--- src/rtl/cpu_pkg.sv ---
// Shared definitions for the hardwired control sequencer: opcodes, ALU
// operation codes, the sequencer state type and small decode helpers.
package cpu_pkg;

    localparam int OPCODE_W = 5;
    localparam int ALU_W    = 5;

    localparam logic [OPCODE_W-1:0] OP_LD   = 5'b00000;
    localparam logic [OPCODE_W-1:0] OP_LDI  = 5'b00001;
    localparam logic [OPCODE_W-1:0] OP_ST   = 5'b00010;
    localparam logic [OPCODE_W-1:0] OP_ADD  = 5'b00011;
    localparam logic [OPCODE_W-1:0] OP_SUB  = 5'b00100;
    localparam logic [OPCODE_W-1:0] OP_AND  = 5'b00101;
    localparam logic [OPCODE_W-1:0] OP_OR   = 5'b00110;
    localparam logic [OPCODE_W-1:0] OP_SHR  = 5'b00111;
    localparam logic [OPCODE_W-1:0] OP_SHL  = 5'b01000;
    localparam logic [OPCODE_W-1:0] OP_ADDI = 5'b01001;
    localparam logic [OPCODE_W-1:0] OP_ANDI = 5'b01010;
    localparam logic [OPCODE_W-1:0] OP_ORI  = 5'b01011;
    localparam logic [OPCODE_W-1:0] OP_MUL  = 5'b01100;
    localparam logic [OPCODE_W-1:0] OP_DIV  = 5'b01101;
    localparam logic [OPCODE_W-1:0] OP_BRX  = 5'b10010;
    localparam logic [OPCODE_W-1:0] OP_JR   = 5'b10011;
    localparam logic [OPCODE_W-1:0] OP_JAL  = 5'b10100;
    localparam logic [OPCODE_W-1:0] OP_IN   = 5'b10101;
    localparam logic [OPCODE_W-1:0] OP_OUT  = 5'b10110;
    localparam logic [OPCODE_W-1:0] OP_MFHI = 5'b10111;
    localparam logic [OPCODE_W-1:0] OP_MFLO = 5'b11000;
    localparam logic [OPCODE_W-1:0] OP_NOP  = 5'b11001;
    localparam logic [OPCODE_W-1:0] OP_HALT = 5'b11010;

    // ALU codes share the encoding of the matching register-register opcode.
    localparam logic [ALU_W-1:0] ALU_ADD = 5'b00011;
    localparam logic [ALU_W-1:0] ALU_SUB = 5'b00100;
    localparam logic [ALU_W-1:0] ALU_AND = 5'b00101;
    localparam logic [ALU_W-1:0] ALU_OR  = 5'b00110;
    localparam logic [ALU_W-1:0] ALU_SHR = 5'b00111;
    localparam logic [ALU_W-1:0] ALU_SHL = 5'b01000;
    localparam logic [ALU_W-1:0] ALU_MUL = 5'b01100;
    localparam logic [ALU_W-1:0] ALU_DIV = 5'b01101;

    typedef enum logic [3:0] {
        RESET_S, T0, T1, T2, T3, T4, T5, T6, T7, HALT_S
    } state_t;

    // Final step of each opcode; nop and unknown opcodes end after fetch.
    function automatic state_t last_step(input logic [OPCODE_W-1:0] op);
        case (op)
            OP_ADD, OP_SUB, OP_AND, OP_OR, OP_SHR, OP_SHL,
            OP_ADDI, OP_ANDI, OP_ORI, OP_LDI:        return T5;
            OP_LD, OP_ST:                             return T7;
            OP_MUL, OP_DIV, OP_BRX:                   return T6;
            OP_JAL:                                   return T4;
            OP_JR, OP_IN, OP_OUT, OP_MFHI, OP_MFLO:   return T3;
            default:                                  return T2;
        endcase
    endfunction

    // ALU operation used in the compute step of each arithmetic opcode.
    function automatic logic [ALU_W-1:0] alu_for(input logic [OPCODE_W-1:0] op);
        case (op)
            OP_SUB:          return ALU_SUB;
            OP_AND, OP_ANDI: return ALU_AND;
            OP_OR, OP_ORI:   return ALU_OR;
            OP_SHR:          return ALU_SHR;
            OP_SHL:          return ALU_SHL;
            OP_MUL:          return ALU_MUL;
            OP_DIV:          return ALU_DIV;
            default:         return ALU_ADD;
        endcase
    endfunction

endpackage

--- src/rtl/control_sequencer.sv ---
// Hardwired Moore control unit: fetch in T0-T2, opcode-specific execute steps
// in T3-T7, strobes decoded from state and the opcode field of IR_data.
//
// state   | meaning
// RESET_S | held by clear; all strobes low, Run low
// T0..T2  | instruction fetch (PC -> MAR, memory -> MDR -> IR)
// T3..T7  | execute steps; the opcode's last step returns to T0
// HALT_S  | halted after halt or Stop at a boundary; left only via clear
import cpu_pkg::*;

module control_sequencer #(
    parameter int OPW    = OPCODE_W,
    parameter int ALUOPW = ALU_W
) (
    input  logic              Clock,
    input  logic              clear,
    input  logic [31:0]       IR_data,
    input  logic              CON_FF,
    input  logic              Stop,
    output logic              Run,
    output logic              PCout, Zlowout, Zhighout, HIout, LOout, MDRout, In_Portout, Cout,
    output logic              MARin, PCin, MDRin, IRin, Yin, HIin, LOin, CONin, OutPortin,
    output logic              Zin_low, Zin_high,
    output logic              IncPC, Read, Write,
    output logic              Gra, Grb, Grc, Rin, Rout, BAout,
    output logic [ALUOPW-1:0] alu_op
);

    state_t           state, next_state, last;
    logic [OPW-1:0]   opcode;
    logic             is_rr, is_imm, is_ldi, is_mem, is_muldiv;
    logic             unused_ir;

    assign opcode    = IR_data[31 -: OPW];
    assign unused_ir = ^IR_data[31-OPW:0];
    assign last      = last_step(opcode);
    assign is_rr     = opcode inside {OP_ADD, OP_SUB, OP_AND, OP_OR, OP_SHR, OP_SHL};
    assign is_imm    = opcode inside {OP_ADDI, OP_ANDI, OP_ORI};
    assign is_ldi    = (opcode == OP_LDI);
    assign is_mem    = (opcode == OP_LD) || (opcode == OP_ST);
    assign is_muldiv = (opcode == OP_MUL) || (opcode == OP_DIV);

    // State register with synchronous clear.
    always_ff @(posedge Clock) begin
        if (clear) state <= RESET_S;
        else       state <= next_state;
    end

    // Sequencing: step forward until the opcode's last step, then T0 or halt on Stop.
    always_comb begin
        state_t boundary;
        boundary   = Stop ? HALT_S : T0;
        next_state = state;
        case (state)
            RESET_S: next_state = T0;
            T0:      next_state = T1;
            T1:      next_state = T2;
            T2:      next_state = (opcode == OP_HALT) ? HALT_S : ((last == T2) ? boundary : T3);
            T3:      next_state = (last == T3) ? boundary : T4;
            T4:      next_state = (last == T4) ? boundary : T5;
            T5:      next_state = (last == T5) ? boundary : T6;
            T6:      next_state = (last == T6) ? boundary : T7;
            T7:      next_state = boundary;
            HALT_S:  next_state = HALT_S;
            default: next_state = RESET_S;
        endcase
    end

    // Strobe decode from state and opcode.
    always_comb begin
        PCout = 1'b0; Zlowout = 1'b0; Zhighout = 1'b0; HIout = 1'b0; LOout = 1'b0;
        MDRout = 1'b0; In_Portout = 1'b0; Cout = 1'b0;
        MARin = 1'b0; PCin = 1'b0; MDRin = 1'b0; IRin = 1'b0; Yin = 1'b0; HIin = 1'b0;
        LOin = 1'b0; CONin = 1'b0; OutPortin = 1'b0; Zin_low = 1'b0; Zin_high = 1'b0;
        IncPC = 1'b0; Read = 1'b0; Write = 1'b0;
        Gra = 1'b0; Grb = 1'b0; Grc = 1'b0; Rin = 1'b0; Rout = 1'b0; BAout = 1'b0;
        alu_op = ALU_ADD;
        Run    = (state != RESET_S) && (state != HALT_S);
        case (state)
            T0: begin PCout = 1'b1; MARin = 1'b1; IncPC = 1'b1; Zin_low = 1'b1; end
            T1: begin Zlowout = 1'b1; PCin = 1'b1; Read = 1'b1; MDRin = 1'b1; end
            T2: begin MDRout = 1'b1; IRin = 1'b1; end
            T3: begin
                if (is_rr || is_imm)        begin Grb = 1'b1; Rout = 1'b1; Yin = 1'b1; end
                else if (is_ldi || is_mem)  begin Grb = 1'b1; BAout = 1'b1; Yin = 1'b1; end
                else if (is_muldiv)         begin Gra = 1'b1; Rout = 1'b1; Yin = 1'b1; end
                else begin
                    case (opcode)
                        OP_BRX:  begin Gra = 1'b1; Rout = 1'b1; CONin = 1'b1; end
                        OP_JR:   begin Gra = 1'b1; Rout = 1'b1; PCin = 1'b1; end
                        OP_JAL:  begin PCout = 1'b1; Grb = 1'b1; Rin = 1'b1; end
                        OP_IN:   begin In_Portout = 1'b1; Gra = 1'b1; Rin = 1'b1; end
                        OP_OUT:  begin Gra = 1'b1; Rout = 1'b1; OutPortin = 1'b1; end
                        OP_MFHI: begin HIout = 1'b1; Gra = 1'b1; Rin = 1'b1; end
                        OP_MFLO: begin LOout = 1'b1; Gra = 1'b1; Rin = 1'b1; end
                        default: ;
                    endcase
                end
            end
            T4: begin
                if (is_rr)                             begin Grc = 1'b1; Rout = 1'b1; Zin_low = 1'b1; alu_op = alu_for(opcode); end
                else if (is_imm || is_ldi || is_mem)   begin Cout = 1'b1; Zin_low = 1'b1; alu_op = alu_for(opcode); end
                else if (is_muldiv)                    begin Grb = 1'b1; Rout = 1'b1; Zin_low = 1'b1; Zin_high = 1'b1; alu_op = alu_for(opcode); end
                else if (opcode == OP_BRX)             begin PCout = 1'b1; Yin = 1'b1; end
                else if (opcode == OP_JAL)             begin Gra = 1'b1; Rout = 1'b1; PCin = 1'b1; end
            end
            T5: begin
                if (is_rr || is_imm || is_ldi) begin Zlowout = 1'b1; Gra = 1'b1; Rin = 1'b1; end
                else if (is_mem)               begin Zlowout = 1'b1; MARin = 1'b1; end
                else if (is_muldiv)            begin Zlowout = 1'b1; LOin = 1'b1; end
                else if (opcode == OP_BRX)     begin Cout = 1'b1; Zin_low = 1'b1; end
            end
            T6: begin
                if (opcode == OP_LD)           begin Read = 1'b1; MDRin = 1'b1; end
                else if (opcode == OP_ST)      begin Gra = 1'b1; Rout = 1'b1; MDRin = 1'b1; end
                else if (is_muldiv)            begin Zhighout = 1'b1; HIin = 1'b1; end
                else if (opcode == OP_BRX)     begin Zlowout = 1'b1; PCin = CON_FF; end
            end
            T7: begin
                if (opcode == OP_LD)           begin MDRout = 1'b1; Gra = 1'b1; Rin = 1'b1; end
                else if (opcode == OP_ST)      Write = 1'b1;
            end
            default: ;
        endcase
    end

endmodule

--- config.mk ---
export PLATFORM = sky130hd
export DESIGN_NAME = control_sequencer
export DESIGN_NICKNAME = d
export VERILOG_FILES = /design/src/rtl/cpu_pkg.sv /design/src/rtl/control_sequencer.sv
export SDC_FILE = /design/constraint.sdc
export NUM_CORES = 1
export LEC_CHECK = 0
export ABC_AREA = 0
export BUFFER_PORTS_ARGS = -buffer_cell sky130_fd_sc_hd__buf_2
export CAP_MARGIN = 5
export CORE_UTILIZATION = 30
export DETAILED_ROUTE_END_ITERATION = 6
export MAX_ROUTING_LAYER = met4
export PLACE_DENSITY = 0.66
export SLEW_MARGIN = 10
export SYNTH_ARGS = -nofsm -noshare
export SYNTH_HDL_FRONTEND = slang
export SYNTH_SLANG_ARGS = --single-unit
--- constraint.sdc ---
create_clock -name Clock -period 3 [get_ports Clock]
set_input_delay 0.45 -clock Clock [delete_from_list [all_inputs] [get_ports Clock]]
set_output_delay 0.45 -clock Clock [all_outputs]
set_load 0.1 [all_outputs]
# Yosys cells after proc, flatten, opt, wreduce, memory -nomap -nowiden
# Memory sizes are Yosys's and may differ from the RTL's.
# Cells that the tools add are included.
[word_totals]
reg_bits = 4
latchBits = 0
mem_bits_rw = 0
mem_bits_ro = 320
input_bits = 36
output_inout_bits = 34
word_cells = 183
memories = 4
[memory_table]
columns = ["name", "words", "word_bits", "read_ports", "rd_clocked_by_memory_dff", "wr", "line", "rtl"]
rows = [
  ["(no name shown)", 32, 4, 1, 0, 0, "cpu_pkg.sv:48", "case (op)"],
  ["(no name shown)", 16, 4, 1, 0, 0, "cpu_pkg.sv:61", "case (op)"],
  ["(no name shown)", 16, 4, 1, 0, 0, "cpu_pkg.sv:61", ""],
  ["(no name shown)", 16, 4, 1, 0, 0, "cpu_pkg.sv:61", ""],
]
[op_classes]
addsub = 0
mul = 0
n_div = 0
magnitude_cmp = 0
n_eq_ne = 36
shifts = 0
n_mux = 126
n_bitwise = 0
n_reduce_logical = 16
[ops]
columns = ["cell", "n"]
rows = [
  ["two-way mux 1 bit", 97],
  ["== test 5 bit (second input constant)", 8],
  ["case mux 4 bit (10 select lines)", 1],
  ["two-way mux 5 bit", 7],
  ["== test 4 x 3 -> 1 bit (second input constant)", 8],
  ["== test 5 x 4 -> 1 bit (second input constant)", 6],
  ["two-way mux 4 bit", 7],
  ["== test 5 x 3 -> 1 bit (second input constant)", 4],
  ["case mux 1 bit (3 select lines)", 5],
  ["case mux 1 bit (2 select lines)", 7],
  ["== test 4 x 2 -> 1 bit (second input constant)", 3],
  ["== test 5 x 2 -> 1 bit (second input constant)", 2],
  ["== test 4 bit (second input constant)", 2],
  ["logical OR 1 bit", 7],
  ["nonzero test 6 bit", 1],
  ["OR reduction 6 bit", 1],
  ["== test 5 x 1 -> 1 bit (second input constant)", 1],
  ["zero test 5 bit", 1],
  ["case mux 1 bit (5 select lines)", 1],
  ["== test 4 x 1 -> 1 bit (second input constant)", 1],
  ["zero test 4 bit", 1],
  ["!= test 4 bit (second input constant)", 1],
  ["case mux 1 bit (4 select lines)", 1],
  ["nonzero test 4 bit", 1],
  ["4 further kinds", 4],
]

# Longest topological paths before layout
# Gate-level depths: netlist of run 1.
[depth]
ltp_word = 7
depth_mapped = 9
depth_no_buf = 7

# Least setup slack after synthesis of run 1
# No wires, ideal clock.
[synth_timing]
path_type = "register to output"
start = "register state[2]"
end = "output HIout"
t_arrival_ns = 3.890
t_required_ns = 2.550
slack_ns = -1.340
stages_incl_launch_ff = 6
path_buffers = 2
path_cell_list = "dfxtp_1 nand2b_1 buf_6 or3_1 clkbuf_1 nor4_1"
[synth_via]
elab_chain_len = 2
[synth_lines]
columns = ["element", "line", "rtl"]
rows = [
  ["start, declared", "control_sequencer.sv:29", "state_t state, next_state, last;"],
  ["start signal, assigned", "control_sequencer.sv:46", "else state <= next_state;"],
  ["== test 4 x 3 -> 1 bit", "control_sequencer.sv:79", "case (state)"],
  ["two-way mux 1 bit", "control_sequencer.sv:79", ""],
  ["end, declared", "control_sequencer.sv:21", "output logic PCout, Zlowout, Zhighout, HIout, LOout, MDRout, In_Portout, Cout,"],
]
# No other way between the ends.

# Worst setup path in the final report of run 1
[layout_timing]
start = "input IR_data[28]"
end = "output alu_op[1]"
[layout_via]
elab_chain_len = 7
elab_cells_between_ends = 30
cone_classes = "eq/ne: 13; mux: 7; reduce/logical: 7; memory: 3"
[layout_lines]
columns = ["element", "line", "rtl"]
rows = [
  ["start, declared", "control_sequencer.sv:17", "input logic [31:0] IR_data,"],
  ["parallel branches: the longest is 5 deep, another holds memory (16 x 4 bit)", "--", ""],
  ["two-way mux 5 bit (*)", "control_sequencer.sv:101", "if (is_rr) begin Grc = 1'b1; Rout = 1'b1; Zin_low = 1'b1; alu_op = alu_for(opcode); end"],
  ["two-way mux 5 bit (*)", "control_sequencer.sv:79", ""],
  ["end, declared", "control_sequencer.sv:26", "output logic [ALUOPW-1:0] alu_op"],
]
# Every way passes the cells marked *.

==> results of run 1 <==
## cells in the final DEF (no fill, tap or decap), types with 5 or more instances in the layout
cell type / instances
nor2b_1: 5
buf_2: 25
nand3_1: 8
buf_12: 16
ha_1: 5
or3_1: 9
o21ai_0: 13
a21oi_1: 9
buf_4: 18
nand2_1: 16
nor3_1: 6
nor2_1: 15
inv_1: 9
## power by group
part           switching (mW)  internal [mW]
clock network          0.0247         0.0852
registers              0.0102         0.0574
logic                   0.255          0.114
total                   0.290          0.257
## kinds of logic (layout without fill, tap and decap cells)
kind of cell / after synthesis / count (layout) / share of synthesized area [%]
DFF: 4 / 4 / 5.80
and+or+nand+nor: 96 / 96 / 38.8
xor gates and xnor gates: 1 / 1 / 0.634
buffers and inverters: 31 / 74 / 14.1
adders and majority gates: 8 / 8 / 7.25
AOI/OAI and AO/OA: 59 / 59 / 32.4
other: 1 / 1 / 0.271
muxes: 1 / 1 / 0.725
## timing repair
action	CTS	global route
endpoints found under the setup margin	0	1
buffers inserted	0	1
hold buffers	0	0
## per-layer routing
layer	GRT usage, %	share of wire (%)	vias up
met5	-	0	-
met4	4.00	0.99	0
met3	1.01	5.4	5
met2	29.4	47	65
met1	27.6	46	779
li1	-	-	831
## how the worst max path moves through the flow
| stage | from | slack (ns) | cells after the start | endpoint |
|---|---|---|---|---|
| 2_1_floorplan | IR_data[28] | -0.21 | 6 | Zhighout |
| 6_report | IR_data[28] | 0.16 | 8 | alu_op[1] |
| 3_3_place_gp | IR_data[28] | 0.13 | 9 | Gra |
| 4_1_cts | IR_data[28] | 0.13 | 9 | Gra |
| 5_1_grt | IR_data[28] | 0.02 | 10 | Zin_low |
| 3_5_place_dp | IR_data[28] | 0.13 | 9 | Gra |
## per-stage QoR
step / setup TNS [ns] / power [mW] / setup WS (ns)
2_1_floorplan: -0.654 / 0.347 / -0.211
3_3_place_gp: 0 / 0.431 / 0.127
6_report: 0 / 0.547 / 0.156
5_1_grt: 0 / 0.578 / 0.0178
4_1_cts: 0 / 0.547 / 0.125
3_5_place_dp: 0 / 0.434 / 0.126
## cell type report
type	count	area, um^2
Timing Repair Buffer	59	581
Sequential cell	4	80.1
Multi-Input combinational cell	166	1250
Tap cell	52	65.1
Inverter	12	68.8
Fill cell	434	2290
Clock buffer	3	41.3
==> flow_summary.json, run 1 <==
{
  "status": "complete, no violations",
  "cp_max_fo": 10,
  "clockRootBuffer": "clkbuf_8",
  "num_vias": 1680,
  "start_util_pct": 31.5,
  "clock_path_buffers": 2,
  "cp_data_required_time_ns": 2.55,
  "synth_enable_flop_cells": 0,
  "holdWs_ns": 0.454,
  "yosys_warnings": 0,
  "dr.pass1.iters": 4,
  "hold_viol_final": 0,
  "reg2reg_depth": 5,
  "grt-ovfl-total": 0,
  "min_period_ns": 2.84,
  "die_x_um": 69.9,
  "synth_most_common_cell": "nor2_1",
  "synth_ff_type": "dfxtp_1",
  "grt_pass1_vias": 1584,
  "syn_area_um2": 1380,
  "ios": 70,
  "async_flop_share_pct": 0,
  "antenna_cells": 0,
  "power_density_nw_per_um2": 262,
  "synth_nets": 245,
  "reg2reg_slack_ns": 0.98,
  "hpwlAfterDp_mm": 3.43,
  "grt_usage_pct": 19.1,
  "clock-sinks": 4,
  "ctsResizeCount": 0,
  "irDropWorstVdd_mv": 0.106,
  "die_h_um": 69.9,
  "startpoint_type": "primary input",
  "post-route-period-util_pct": 94.8,
  "instances_no_fill": 296,
  "path_class": "in -> out",
  "largest_reg_flops": 4,
  "drc_errors": 0,
  "avgSynthCellArea_um2": 6.87,
  "end_kind": "output port",
  "rsz0062_at_grt": "false",
  "finish.instance_area_um2": 2090,
  "drt_iter0_markers": 106,
  "critical_path.top_delay_family": "simple AND/OR/NAND/NOR gates",
  "slew_headroom_pct": 63.4,
  "critPathBufInv": 2,
  "synth_commonest_cells": "nor2_1, nand2_1, o21ai_0",
  "worstHoldPathType": "in -> reg",
  "clk_latency_ns": 0.21,
  "synth_top_cell_by_area": "ha_1",
  "timing.fmax_mhz": 352,
  "h-tree-depth": 1,
  "final_util_pct": 47.7,
  "dp_cells": 292,
  "syn_to_final_growth_pct": 51.4,
  "cts_tree": "built",
  "grt_pass1_wl_mm": 7.61,
  "finClkSkew_ns": 0.000383,
  "worst_pin_slew_ns": 0.549,
  "cp.arrival_ns": 2.39,
  "final_antenna_net_count": 0,
  "cap_violations": 0,
  "cp_slowest_cell": "a221o_2",
  "drive_above_1_share_pct": 40.2,
  "gp_congestion": 0.898,
  "die-area_um2": 4880,
  "reg.largest.list": "state x4",
  "crit_chain": "buf_2 -> ha_4 -> o32ai_2 -> a221o_2 -> and3_4 -> nand2b_4 -> or3_1 -> buf_12",
  "placed_area_um2": 2040,
  "clkTransAtPathRegs_ns": 0.03,
  "grt_max_degree": 23,
  "whs_path_depth": 2,
  "antenna_found_initial": 0,
  "yosys_register_bits": 4,
  "io_buffers": 41,
  "maxSlewViolCount": 0,
  "r2r-start": "state[0]",
  "ys_types": 61,
  "via_per_inst": 5.68,
  "p_leak_nw": 0.858,
  "yosysSeqAreaShare_pct": 5.80,
  "wire_per_inst_um": 14.7,
  "rows": 24,
  "min_to": "state[1]",
  "synthCells": 201,
  "layout.nets": 290,
  "cts_buffers": 3,
  "synth_top_area_share_pct": 7.25,
  "r2r-end": "state[3]",
  "coreArea_um2": 4380,
  "yosys-top-cells-area": "ha_1, dfxtp_1, o21ai_0",
  "cpPeakStageDelay_ns": 0.41,
  "hold_start": "clear",
  "wirelength_mm": 4.35,
  "top_register": "state",
  "setup_viol": 0
}
No activity file was read; power rests on OpenSTA's default activity.
==> inputs of run 2 (changes only) <==
--- a/config.mk
+++ b/config.mk
@@ -8,10 +8,13 @@
 export ABC_AREA = 0
 export BUFFER_PORTS_ARGS = -buffer_cell sky130_fd_sc_hd__buf_2
 export CAP_MARGIN = 5
+export CELL_PAD_IN_SITES_DETAIL_PLACEMENT = 1
+export CELL_PAD_IN_SITES_GLOBAL_PLACEMENT = 1
+export CORE_MARGIN = 5
 export CORE_UTILIZATION = 30
 export DETAILED_ROUTE_END_ITERATION = 6
 export MAX_ROUTING_LAYER = met4
-export PLACE_DENSITY = 0.66
+export PLACE_DENSITY = 0.88
 export SLEW_MARGIN = 10
 export SYNTH_ARGS = -nofsm -noshare
 export SYNTH_HDL_FRONTEND = slang
==> run 2 against run 1 <==
Compared with the run above:
- cell count shrank 0.68%
- register-to-register slack better by 0.02 ns
- die area up 24%
- clock power barely moved
- via count grew 4.8%
- setup slack got worse by 0.026 ns
- sequential share of layout area about the same
- sequential power decreased by 2%
- core utilization is 0.35 points lower
==> flow_summary.json, run 2 (synthesis gave the netlist of run 1 again) <==
{
  "top_register": "state",
  "end_kind": "output port",
  "largest_reg_flops": 4,
  "gp_congestion": 0.844,
  "hpwlAfterDp_mm": 4.29,
  "irDropWorstVdd_mv": 0.100,
  "coreArea_um2": 4410,
  "power_density_nw_per_um2": 269,
  "antenna_cells": 0,
  "start_util_pct": 31.3,
  "drt_iter0_markers": 105,
  "cp_data_required_time_ns": 2.55,
  "post-route-period-util_pct": 95.7,
  "die_x_um": 77.9,
  "mostFrequentLayoutCells": "buf_2, nand2_1, buf_12, buf_4, nor2_1",
  "final_util_pct": 47.3,
  "ctsResizeCount": 0,
  "clock_path_buffers": 2,
  "grt_pass1_vias": 1798,
  "timing.fmax_mhz": 348,
  "cts_buffers": 3,
  "startpoint_type": "primary input",
  "post_cts_buffers": 0,
  "grt-ovfl-total": 0,
  "setup_viol": 0,
  "num_vias": 1761,
  "clk_latency_ns": 0.22,
  "die_h_um": 77.9,
  "rsz0062_at_grt": "false",
  "hold_viol_final": 0,
  "clkTransAtPathRegs_ns": 0.03,
  "cp_max_fo": 7,
  "final_common_cell": "buf_2",
  "worstHoldPathType": "in -> reg",
  "slew_headroom_pct": 49.5,
  "p_leak_nw": 0.851,
  "antenna_found_initial": 0,
  "tns_ns": 0,
  "cp_slowest_cell": "a221o_2",
  "min_period_ns": 2.87,
  "grt_pass1_wl_mm": 8.69,
  "finClkSkew_ns": 0.00152,
  "holdWs_ns": 0.476,
  "clock-sinks": 4,
  "syn_to_final_growth_pct": 51.3,
  "clockRootBuffer": "clkbuf_8",
  "reg2reg_depth": 5,
  "drive_above_1_share_pct": 40.5,
  "h-tree-depth": 1,
  "via_per_inst": 5.99,
  "status": "complete, no violations",
  "grt_usage_pct": 17.2,
  "wire_per_inst_um": 18.1,
  "cap_violations": 0,
  "dr.pass1.iters": 4,
  "crit_chain": "buf_2 -> ha_1 -> inv_1 -> a221o_2 -> and3_4 -> nand2b_4 -> or3_1 -> buf_12",
  "worst_pin_slew_ns": 0.752,
  "rows": 24,
  "cts_tree": "built",
  "die-area_um2": 6060,
  "placed_area_um2": 2030,
  "drc_errors": 0,
  "reg.largest.list": "state x4",
  "grt_max_degree": 23,
  "path_class": "in -> out",
  "io_buffers": 41,
  "cpPeakStageDelay_ns": 0.43,
  "cts_hold_buf": 0,
  "finish.instance_area_um2": 2090,
  "layout.nets": 288,
  "cp.arrival_ns": 2.42,
  "maxSlewViolCount": 0,
  "whs_path_depth": 2,
  "final_antenna_net_count": 0,
  "ios": 70,
  "wirelength_mm": 5.31
}
run 2: metal layers:
metal	track usage [%]	part of all wire [%]	routed length [um]
met2	30.0	50	2680
met1	22.3	44	2350
met3	0.347	4.6	243
met4	3.44	0.79	42
met5	-	0	0
run 2: where the power goes:
part | switching (mW) | internal, mW
clock | 0.0276 | 0.0855
sequential | 0.00896 | 0.0573
combinational | 0.265 | 0.118
run 2: worst max-delay path: cells and delay by family:
kind	cells	cell delay (ns)
adders and majority gates	1	0.29
and+or+nand+nor	3	0.76
buffers and inverters	3	0.48
AOI/OAI and AO/OA	1	0.43
run 2: final cells by class:
| class | instances | area (um^2) |
|---|---|---|
| fillers | 545 | 2320 |
| multi-input cells | 166 | 1270 |
| repair buffers | 57 | 568 |
| well taps | 52 | 65.1 |
| inverters | 12 | 68.8 |
| clock buffers | 3 | 41.3 |
| flip-flops and latches | 4 | 80.1 |
run 2: worst paths after layout:
path | to | startpoint | slack, ns
worst max register to register | state[3] | state[3] | 1.00
worst min-delay path | state[1] | clear | 0.48
worst min register to register | state[3] | state[0] | 0.76
worst max-delay path | alu_op[1] | IR_data[27] | 0.13
run 2: stage by stage:
stage	instances	power [mW]	worst slack [ns]
2_1_floorplan	201	0.347	-0.211
3_3_place_gp	291	0.437	0.134
3_5_place_dp	291	0.447	0.0634
4_1_cts	294	0.562	0.0632
5_1_grt	294	0.588	0.0211
6_report	294	0.563	0.130
==> inputs of run 3 (changes only) <==
==> constraint.sdc (replaced) <==
create_clock -name Clock -period 3 [get_ports Clock]
set_input_delay 0.45 -clock Clock [delete_from_list [all_inputs] [get_ports Clock]]
set_output_delay 0.45 -clock Clock [all_outputs]
set_load 0.01 [all_outputs]
==> run 3 against run 2 <==
Compared with the run above:
- clock skew grew 0.0021 ns
- flip-flop and latch count is the same
- register-to-register slack improved by 0.15 ns
- worst hold slack got worse by 0.032 ns
- core utilization decreased by 9.2 points
- critical path depth grew 1
==> flow_summary.json, run 3 (synthesis gave the netlist of run 1 again) <==
{
  "ios": 70,
  "cp_data_required_time_ns": 2.55,
  "layout.nets": 289,
  "die-area_um2": 6060,
  "cts_tree": "built",
  "hold_viol_final": 0,
  "dp_cells": 292,
  "dr.pass1.iters": 4,
  "hpwlAfterDp_mm": 4.00,
  "clk_latency_ns": 0.22,
  "slew_headroom_pct": 58.0,
  "power_density_nw_per_um2": 226,
  "reg2reg_depth": 4,
  "grt_usage_pct": 16.4,
  "die_x_um": 77.9,
  "largest_reg_flops": 4,
  "antenna_cells": 0,
  "worst_pin_slew_ns": 0.626,
  "finClkSkew_ns": 0.00366,
  "cts_buffers": 3,
  "mostFrequentLayoutCells": "buf_2, nor2_1, buf_4, nand2_1, o21ai_0",
  "final_common_cell": "buf_2",
  "wirelength_mm": 4.89,
  "instances_no_fill": 295,
  "p_leak_nw": 0.767,
  "drc_errors": 0,
  "cp_max_fo": 5,
  "grt-ovfl-total": 0,
  "cts_hold_buf": 0,
  "tns_ns": 0,
  "setup_viol": 0,
  "worstHoldPathType": "in -> reg",
  "top_register": "state",
  "die_h_um": 77.9,
  "rsz0062_at_grt": "false",
  "start_util_pct": 31.3,
  "post-route-period-util_pct": 95.9,
  "status": "complete, no violations",
  "io_buffers": 41,
  "startpoint_type": "primary input",
  "clockRootBuffer": "clkbuf_8",
  "antenna_found_initial": 0,
  "rows": 24,
  "irDropWorstVdd_mv": 0.0904,
  "wire_per_inst_um": 16.6,
  "clock-sinks": 4,
  "syn_to_final_growth_pct": 21.8,
  "cap_violations": 0,
  "drive_above_1_share_pct": 32.1,
  "drt_iter0_markers": 91,
  "clkTransAtPathRegs_ns": 0.03,
  "via_per_inst": 5.81,
  "grt_max_degree": 19,
  "maxSlewViolCount": 0,
  "clock_path_buffers": 2,
  "path_class": "in -> out",
  "min_period_ns": 2.88,
  "whs_path_depth": 2,
  "h-tree-depth": 1,
  "end_kind": "output port",
  "reg.largest.list": "state x4",
  "grt_pass1_wl_mm": 8.30,
  "grt_pass1_vias": 1755,
  "coreArea_um2": 4410,
  "cp.arrival_ns": 2.43,
  "gp_congestion": 0.858,
  "final_antenna_net_count": 0,
  "timing.fmax_mhz": 347,
  "num_vias": 1713
}
## run 3: changes by cell type in the layout (fill, tap and decap cells not counted), sizes merged
cell	change
clkbuf	-1
buf	+2
## run 3: power by group
| group | total (mW) | leakage [nW] | switching, mW | internal (mW) |
|---|---|---|---|---|
| registers | 0.0663 | 0.0328 | 0.00900 | 0.0573 |
| clock network | 0.114 | 0.0216 | 0.0282 | 0.0856 |
| logic | 0.200 | 0.712 | 0.121 | 0.0789 |
## run 3: per-stage QoR
| step | worst slack, ns | cell area, um^2 | utilization [%] | hold slack [ns] | power [mW] |
|---|---|---|---|---|---|
| finish | 0.122 | 1680 | 38.1 | 0.444 | 0.380 |
| global route | 0.000885 | 1680 | 38.1 | 0.440 | 0.411 |
| CTS | 0.107 | 1670 | 37.8 | 0.439 | 0.382 |
| detailed placement | 0.108 | 1630 | 36.9 | 0.671 | 0.264 |
| global placement | 0.161 | 1630 | 36.9 | 0.669 | 0.255 |
| floorplan | 0.395 | 1380 | - | 0.544 | 0.202 |
## run 3: final timing paths
path | from | endpoint | slack (ns)
max | IR_data[28] | alu_op[3] | 0.12
max reg2reg | state[1] | state[3] | 1.15
min | clear | state[1] | 0.44
min reg2reg | state[2] | state[0] | 0.77
## run 3: layout make-up
| type | count | area, um^2 |
|---|---|---|
| Fill cell | 591 | 2730 |
| Multi-Input combinational cell | 166 | 1120 |
| Timing Repair Buffer | 58 | 333 |
| Sequential cell | 4 | 80.1 |
| Tap cell | 52 | 65.1 |
| Inverter | 12 | 45.0 |
| Clock buffer | 3 | 41.3 |
## run 3: timing repair
| item | 4_1_cts | 5_1_grt |
|---|---|---|
| setup endpoints to repair | 0 | 3 |
| buffers inserted | 0 | 0 |
| resized for setup | 0 | 3 |
## run 3: metal layers
layer  GRT usage [%]  share of wire, %  vias to the layer above
met1            21.6                46                      835
li1                -                 -                      833
met2            26.6                49                       43
met5               -                 0                        -
met3            2.78               4.3                        2
met4            2.41              0.37                        0
## run 3: worst max-delay path, stage by stage
cell	delay (ns)
buf_2	0.13
inv_1	0.10
ha_1	0.25
o32ai_2	0.12
a221o_2	0.44
and3_1	0.17
nand2b_1	0.23
a2111oi_2	0.35
buf_2	0.18
